[src/rtl/pc_fetch_controller.sv]
// pc_fetch_controller: owns the program counter, fetches instruction words from
// instruction memory over a req/ack handshake and presents each one to decode
// over a valid/ready handshake. Redirects on jump / taken branch at accept,
// counts retired instructions and flags a sticky error on a memory timeout.
//
// Ports:
//   clk, rst         clock, asynchronous active-high reset
//   imem_req         fetch request (high only while fetching)
//   imem_addr        fetch address (always equals pc)
//   imem_ack         memory returns imem_data this cycle
//   imem_data        instruction word from memory
//   instr            latched instruction presented to decode
//   instr_valid      instr valid (high only while issuing)
//   instr_ready      decode accepts instr
//   branch, zero     conditional branch and its ALU zero flag
//   jump             unconditional jump
//   immed            sign-extended word offset / jump word index
//   pc               current program counter
//   retired_count    number of accepted instructions (wraps)
//   fetch_err        sticky memory-timeout flag
module pc_fetch_controller #(
  parameter logic [31:0] RESET_PC = 32'h0000_0000,
  parameter int unsigned MAX_WAIT = 8
) (
  input  logic        clk,
  input  logic        rst,
  output logic        imem_req,
  output logic [31:0] imem_addr,
  input  logic        imem_ack,
  input  logic [31:0] imem_data,
  output logic [31:0] instr,
  output logic        instr_valid,
  input  logic        instr_ready,
  input  logic        branch,
  input  logic        zero,
  input  logic        jump,
  input  logic [31:0] immed,
  output logic [31:0] pc,
  output logic [31:0] retired_count,
  output logic        fetch_err
);

  localparam int unsigned XLEN   = 32;
  localparam int unsigned WAIT_W = (MAX_WAIT > 1) ? $clog2(MAX_WAIT) : 1;
  localparam logic [XLEN-1:0] PC_MASK = ~XLEN'(3);

  typedef enum logic [1:0] {
    IDLE  = 2'd0,
    FETCH = 2'd1,
    ISSUE = 2'd2,
    ERROR = 2'd3
  } state_t;

  state_t            state, state_d;
  logic [XLEN-1:0]   pc_d, instr_d, retired_d;
  logic [XLEN-1:0]   seq_pc, br_pc, jmp_pc;
  logic [WAIT_W-1:0] wait_cnt, wait_d;
  logic              req_d, valid_d, err_d;

  // Candidate next-PC values; the shift by 2 drops the top two immed bits.
  assign seq_pc    = pc + XLEN'(4);
  assign jmp_pc    = immed << 2;
  assign br_pc     = seq_pc + jmp_pc;
  assign imem_addr = pc;

  // State register
  always_ff @(posedge clk or posedge rst) begin
    if (rst) state <= IDLE;
    else     state <= state_d;
  end

  // Next-state and datapath update
  always_comb begin
    state_d   = state;
    pc_d      = pc;
    instr_d   = instr;
    wait_d    = wait_cnt;
    retired_d = retired_count;
    err_d     = fetch_err;
    case (state)
      IDLE: begin
        state_d = FETCH;
        wait_d  = '0;
      end
      FETCH: begin
        // An ack in the final allowed cycle still counts as a successful fetch.
        if (imem_ack) begin
          instr_d = imem_data;
          state_d = ISSUE;
        end else if (wait_cnt == WAIT_W'(MAX_WAIT - 1)) begin
          state_d = ERROR;
          err_d   = 1'b1;
        end else begin
          wait_d = wait_cnt + WAIT_W'(1);
        end
      end
      ISSUE: begin
        if (instr_ready) begin
          retired_d = retired_count + XLEN'(1);
          if (jump)               pc_d = jmp_pc & PC_MASK;
          else if (branch & zero) pc_d = br_pc & PC_MASK;
          else                    pc_d = seq_pc & PC_MASK;
          state_d = FETCH;
          wait_d  = '0;
        end
      end
      ERROR: begin
        err_d = 1'b1;
      end
      default: begin
        state_d = IDLE;
      end
    endcase
    // Handshake outputs are registered from the upcoming state.
    req_d   = (state_d == FETCH);
    valid_d = (state_d == ISSUE);
  end

  // Datapath and output registers
  always_ff @(posedge clk or posedge rst) begin
    if (rst) begin
      pc            <= RESET_PC & PC_MASK;
      instr         <= '0;
      wait_cnt      <= '0;
      retired_count <= '0;
      fetch_err     <= 1'b0;
      imem_req      <= 1'b0;
      instr_valid   <= 1'b0;
    end else begin
      pc            <= pc_d;
      instr         <= instr_d;
      wait_cnt      <= wait_d;
      retired_count <= retired_d;
      fetch_err     <= err_d;
      imem_req      <= req_d;
      instr_valid   <= valid_d;
    end
  end

endmodule
[config.mk]
export PLATFORM = sky130hd
export DESIGN_NAME = pc_fetch_controller
export DESIGN_NICKNAME = d
export VERILOG_FILES = /design/src/rtl/pc_fetch_controller.sv
export SDC_FILE = /design/constraint.sdc
export NUM_CORES = 1
export LEC_CHECK = 0
export CAP_MARGIN = 20
export CORE_MARGIN = 10
export CORE_UTILIZATION = 45
export CTS_CLUSTER_DIAMETER = 100
export DETAILED_ROUTE_END_ITERATION = 8
export PLACE_DENSITY = 0.85
export SLEW_MARGIN = 20
export SYNTH_ARGS = -nofsm -noshare
export SYNTH_HDL_FRONTEND = slang
export SYNTH_SLANG_ARGS = --single-unit
[constraint.sdc]
create_clock -name clk -period 6.4 [get_ports clk]
set_clock_uncertainty 0.1 [all_clocks]
set_input_delay 1.28 -clock clk [delete_from_list [all_inputs] [get_ports clk]]
set_output_delay 1.28 -clock clk [all_outputs]
set_load 0.01 [all_outputs]
## After elaboration in Yosys (flattened, before gate mapping)

Cells that the tools add are included.

| operators by class | value |
|---|---|
| multiplexer cells | 13 |
| bitwise gates (word level) | 1 |
| eq/ne operators | 10 |
| add/subtract/negate cells | 4 |
| reductions and logical operators | 7 |

Operator list:

| cell | count |
|---|---|
| $mux W32 | 2 |
| $add A32 B1 Y32 const B | 1 |
| $add A32 B3 Y32 const B | 1 |
| $add A32 B32 Y32 | 1 |
| $mux W3 | 3 |
| $pmux W3 S3 | 1 |
| $ne A2 B2 Y1 const B | 4 |
| $eq A2 B2 Y1 const B | 3 |
| $mux W2 | 3 |
| $pmux W2 S3 | 1 |
| $eq A2 B1 Y1 const B | 2 |
| $reduce_and A2 Y1 | 2 |
| $reduce_and A4 Y1 | 1 |
| $add A3 B1 Y3 const B | 1 |
| $eq A3 B3 Y1 const B | 1 |
| $reduce_and A3 Y1 | 1 |
| $reduce_bool A3 Y1 | 1 |
| $logic_not A2 Y1 | 1 |
| $mux W1 | 2 |
| $pmux W1 S2 | 1 |
| $reduce_bool A2 Y1 | 1 |
| $and A1 B1 Y1 | 1 |

| storage, ports and cells | value |
|---|---|
| flip-flop bits (word level) | 104 |
| input port bits | 71 |
| output and inout port bits | 131 |
| word-level logic and storage cells | 43 |

## Depth between registers and ports, before layout

| logic depth | value |
|---|---|
| word-level depth | 5 |
| mapped depth | 17 |
| gate-level depth less buffers | 15 |

## Worst setup path before layout

No wires, ideal clock.

| path | value |
|---|---|
| path kind | input -> register |
| start point | input immed[0] |
| end point | register pc[24] (netlist: imem_addr[24]) |
| arrival | 3549 ps |
| required time | 6196 ps |
| path buffers | 0 |
| slack | 2647 ps |
| library setup time | 104 ps |
| stages on the path | 11 |
| cell sequence | ha_1 fa_1 a211oi_1 o21ai_0 o211ai_1 a31oi_1 a21bo_2 a31oi_1 o21ai_0 xnor2_1 a221oi_1 |

| between the ends | value |
|---|---|
| word-level cells in the longest chain between the ends | 3 |

RTL lines:

| what | RTL line | RTL |
|---|---|---|
| start: declaration | 37 | `input logic [31:0] immed,` |
| $add A32 B32 Y32 | 63 | `assign br_pc = seq_pc + jmp_pc;` |
| $mux W32 | 101 | `else if (branch & zero) pc_d = br_pc & PC_MASK;` |
| $mux W32 | 100 | `if (jump) pc_d = jmp_pc & PC_MASK;` |
| end signal: assignment | 122 | `pc <= RESET_PC & PC_MASK;` |
| end signal: assignment | 130 | `pc <= pc_d;` |
| end: declaration | 38 | `output logic [31:0] pc,` |

No other way between the ends.
A chain may end at the register's enable or synchronous reset.

## Worst setup path in the final report

| path | value |
|---|---|
| start point | input immed[1] |
| end point | register pc[25] (netlist: imem_addr[25]) |

Same word-level chain as after synthesis.

==> impl_summary.md <==
Status
The flow ran to the end, and the final reports show no timing, DRC or antenna violations.

Placement
During placement, the flow inserted port buffers numbering 195. The post-placement cell area is 8810 um^2. Once detailed placement completed, the half-perimeter wirelength came to 15.5 mm. At the end of routability-driven placement, the weighted congestion stood at 0.912. The worst setup timing slack at the placement stage is 1.80 ns. After detailed placement, the design holds a cell count of 1093.

Setup path
The largest incremental delay on the critical path is 0.63 ns. Data on the critical path is required at its endpoint by 6.55 ns. The worst-case register-to-register setup slack is 2.16 ns. STA classifies the critical path startpoint as an input port. The critical-path cell with the highest stage delay is o31ai_1. Grouping stages by cell kind, the critical path spends the most delay in compound AO/OA/AOI/OAI gates.

Counting both buffers and inverters, the worst setup path holds a total of 1. In this run the worst path has a maximum fanout of 4. Data arrives at the worst endpoint at 4.45 ns. The capturing element type of the critical path is a flip-flop.

The worst setup path category is input port to flip-flop. Walking the worst path, the cells encountered are clkdlybuf4s50_1 > ha_1 > a211oi_1 > nor2_1 > o31ai_1 > o221ai_2 > nor2_1 > o31a_1 > mux2i_1 > a311oi_1 > a21o_1. The cell repeated most along the worst path is nor2_1.

Cells and area
The most common cell after layout, fill and taps aside is clkdlybuf4s50_1. From synthesis to final layout, the design area changed by 31.3%. The number of antenna cells inserted is 0. Leaving out filler cells and counting taps, the final layout contains 1109. Summing all non-filler instances in the final layout gives an area of 9100 um^2.

Cells with a size suffix above 1 make up 6.73% of the layout. The number of nets at the end of the flow is 1028. The final core utilization is 60.1%. Leaving out fill and tap cells, the most frequent cells in the layout are clkdlybuf4s50_1, dfrtp_1, nand2_1.

Pwr
In this run the power density over the cells is 432 nW/um^2. The share of total power dissipated in combinational logic is 57.9%. Summed over all nets, the switching power comes to 1.62 mW. The switching portion of total power is 41.1%. The cell leakage power is 3.88 nW. Per report_power, the clock group accounts for 13.6% of the total. Cell internal power was estimated by the tool at 2.32 mW. After layout, the design draws a total of 3.94 mW. The sequential group share of total power is 28.5%. Across the VDD grid, the largest voltage drop is 0.000169 V.

Floorplanning
The die outline height is 144 um. The full die area is 20800 um^2. The floorplan die width is 144 um. The starting density of the core is 45.8%. The floorplan core area is 15100 um^2. The top-level port count is 202. In this run the core area contains 45 standard-cell rows.

Timing
The setup-violating endpoint count in the final report is 0. The final worst slack is 2.10 ns. For the pin with the worst max-slew slack, the measured transition is 0.938 ns.

In this run the tightest slew margin relative to its limit is 37.3%. The number of failing hold endpoints at the final stage is 0. Summed over all failing endpoints, the final setup total negative slack is 0 ns.

The number of pins with negative max-slew slack in the final report was 0. The ratio of final minimum period to clock period is 67.2%. The worst-case hold slack is 0.371 ns. The clock period minus final worst setup slack is 4.30 ns. The timing-limited maximum frequency is 232 MHz. Setup repair after global routing left no endpoint under its margin.

Clock tree
The total CTS buffers is 9. The clock root buffer master is clkbuf_16. The H-tree generated during clock tree synthesis spans 3 levels.

The later pin in the worst-skew pair is clocked with a latency of 0.34 ns. The number of gates resized after CTS was 0. The buffers inserted during post-CTS setup optimization is 0.

The clock-pin slew on the worst setup and hold paths is 0.08 ns. The worst-case clock buffer depth is 2. The number of hold buffers added after CTS was 0. TritonCTS built the clock tree.

The clock drives 102 sinks.

Synth
In this run, synthesis inferred 0 flip-flops with an integrated enable. Synthesis handed over a netlist of 764 instances. The post-synthesis area per instance is 9.08 um^2. The number of different library cells used by synthesis comes to 57. The number of synthesis warnings is 0. The share of synthesized flip-flops with an asynchronous set or reset is 100%. Counting flops and latches in the post-synthesis netlist gives 102. The area of the mapped netlist is 6940 um^2. The register area share after synthesis is 36.8%. For this run, the leading register cell type out of synthesis is dfrtp_1.

GRT
Entering global routing, the biggest net connects 60 pins. Summed over all layers, the global routing overflow is 0. The initial antenna violation count is 0. The number of global-route vias before repair is 6107.

The first global-routing pass estimated 31.8 mm of wire. Global routing used 18.9% of the available tracks across all layers.

Detailed routing
The detailed-route vias per instance is 5.61. The number of detailed-routing iterations run before antenna repair is 5. Once detail routing completed, the nets flagged for antenna violations numbered 0. Wires add up to 20.2 mm. For this run, design rule violations remaining after detail routing come to 0. The number of design-rule violations left by the first detailed-router iteration is 472.

The routed wire length per instance is 18.2 um. The overall via count from detail_route is 6218.

Hold path
The min-delay analysis places its worst path in the category flip-flop to flip-flop.

Flow run
The max-cap check violation count is 0.
==> worst paths after layout <==
check,start,end,depth (start not counted)
setup / recovery,immed[1],imem_addr[25],11
hold / removal,retired_count[31],retired_count[31],1
setup reg to reg,imem_addr[5],imem_addr[29],14
hold reg to reg,retired_count[31],retired_count[31],1
max in group asynchronous,rst,retired_count[27],3
min in group asynchronous,rst,instr[28],2
==> sequential cells by signal, summed over array words and instances, names as in the netlist <==
signal,count
instr,32
retired_count,32
imem_addr,30
wait_cnt,3
state,2
fetch_err,1
imem_req,1
instr_valid,1
==> power groups by stage <==
stage	combinational (mW)	clock [mW]	sequential (mW)
floorplan	1.36	0	1.17
global placement	2.23	0	1.12
detailed placement	2.27	0	1.13
CTS	2.29	0.549	1.12
global route	2.49	0.574	1.16
finish	2.28	0.534	1.12
==> Yosys cell counts (all sizes together) (9+ instances only) <==
cell    count  area [um^2]
and3       17          108
nand2      81          304
nor2       56          210
dfrtp     102         2550
o21ai      49          245
inv        19         71.3
xnor2      55          482
a21oi      35          175
mux2       32          360
nor3       12         60.1
buf        40          285
o22ai       9         56.3
ha         40          500
a21o       15          113
nand3      34          175
xor2       23          201
a211oi     11         82.6
clkbuf     23         86.3
nand4      11         68.8
==> per-layer routing <==
metal / track usage (%) / vias to the layer above / wire [um]
met5: 0 / - / 0
met2: 33.0 / 258 / 9880
met1: 23.1 / 2927 / 8460
met4: 5.90 / 0 / 327
li1: - / 3004 / -
met3: 3.41 / 29 / 1520
==> area by class of cell <==
type,count,area (um^2)
clock inverters,7,68.8
inverters,19,73.8
repair buffers,201,2000
multi-input cells,583,3950
fillers,1279,6040
well taps,188,235
flip-flops and latches,102,2550
clock buffers,9,225
==> cells by family after synthesis <==
family          count (synthesis)  synth area share [%]
compound gates                179                  16.8
xor+xnor                       78                  9.85
fa+ha+maj                      41                  7.50
buf+inv                        82                  6.39
flops                         102                  36.8
mux                            38                  6.06
other cells                     1                0.0541
simple gates                  243                  16.6
(Power assumes the default switching activity.)
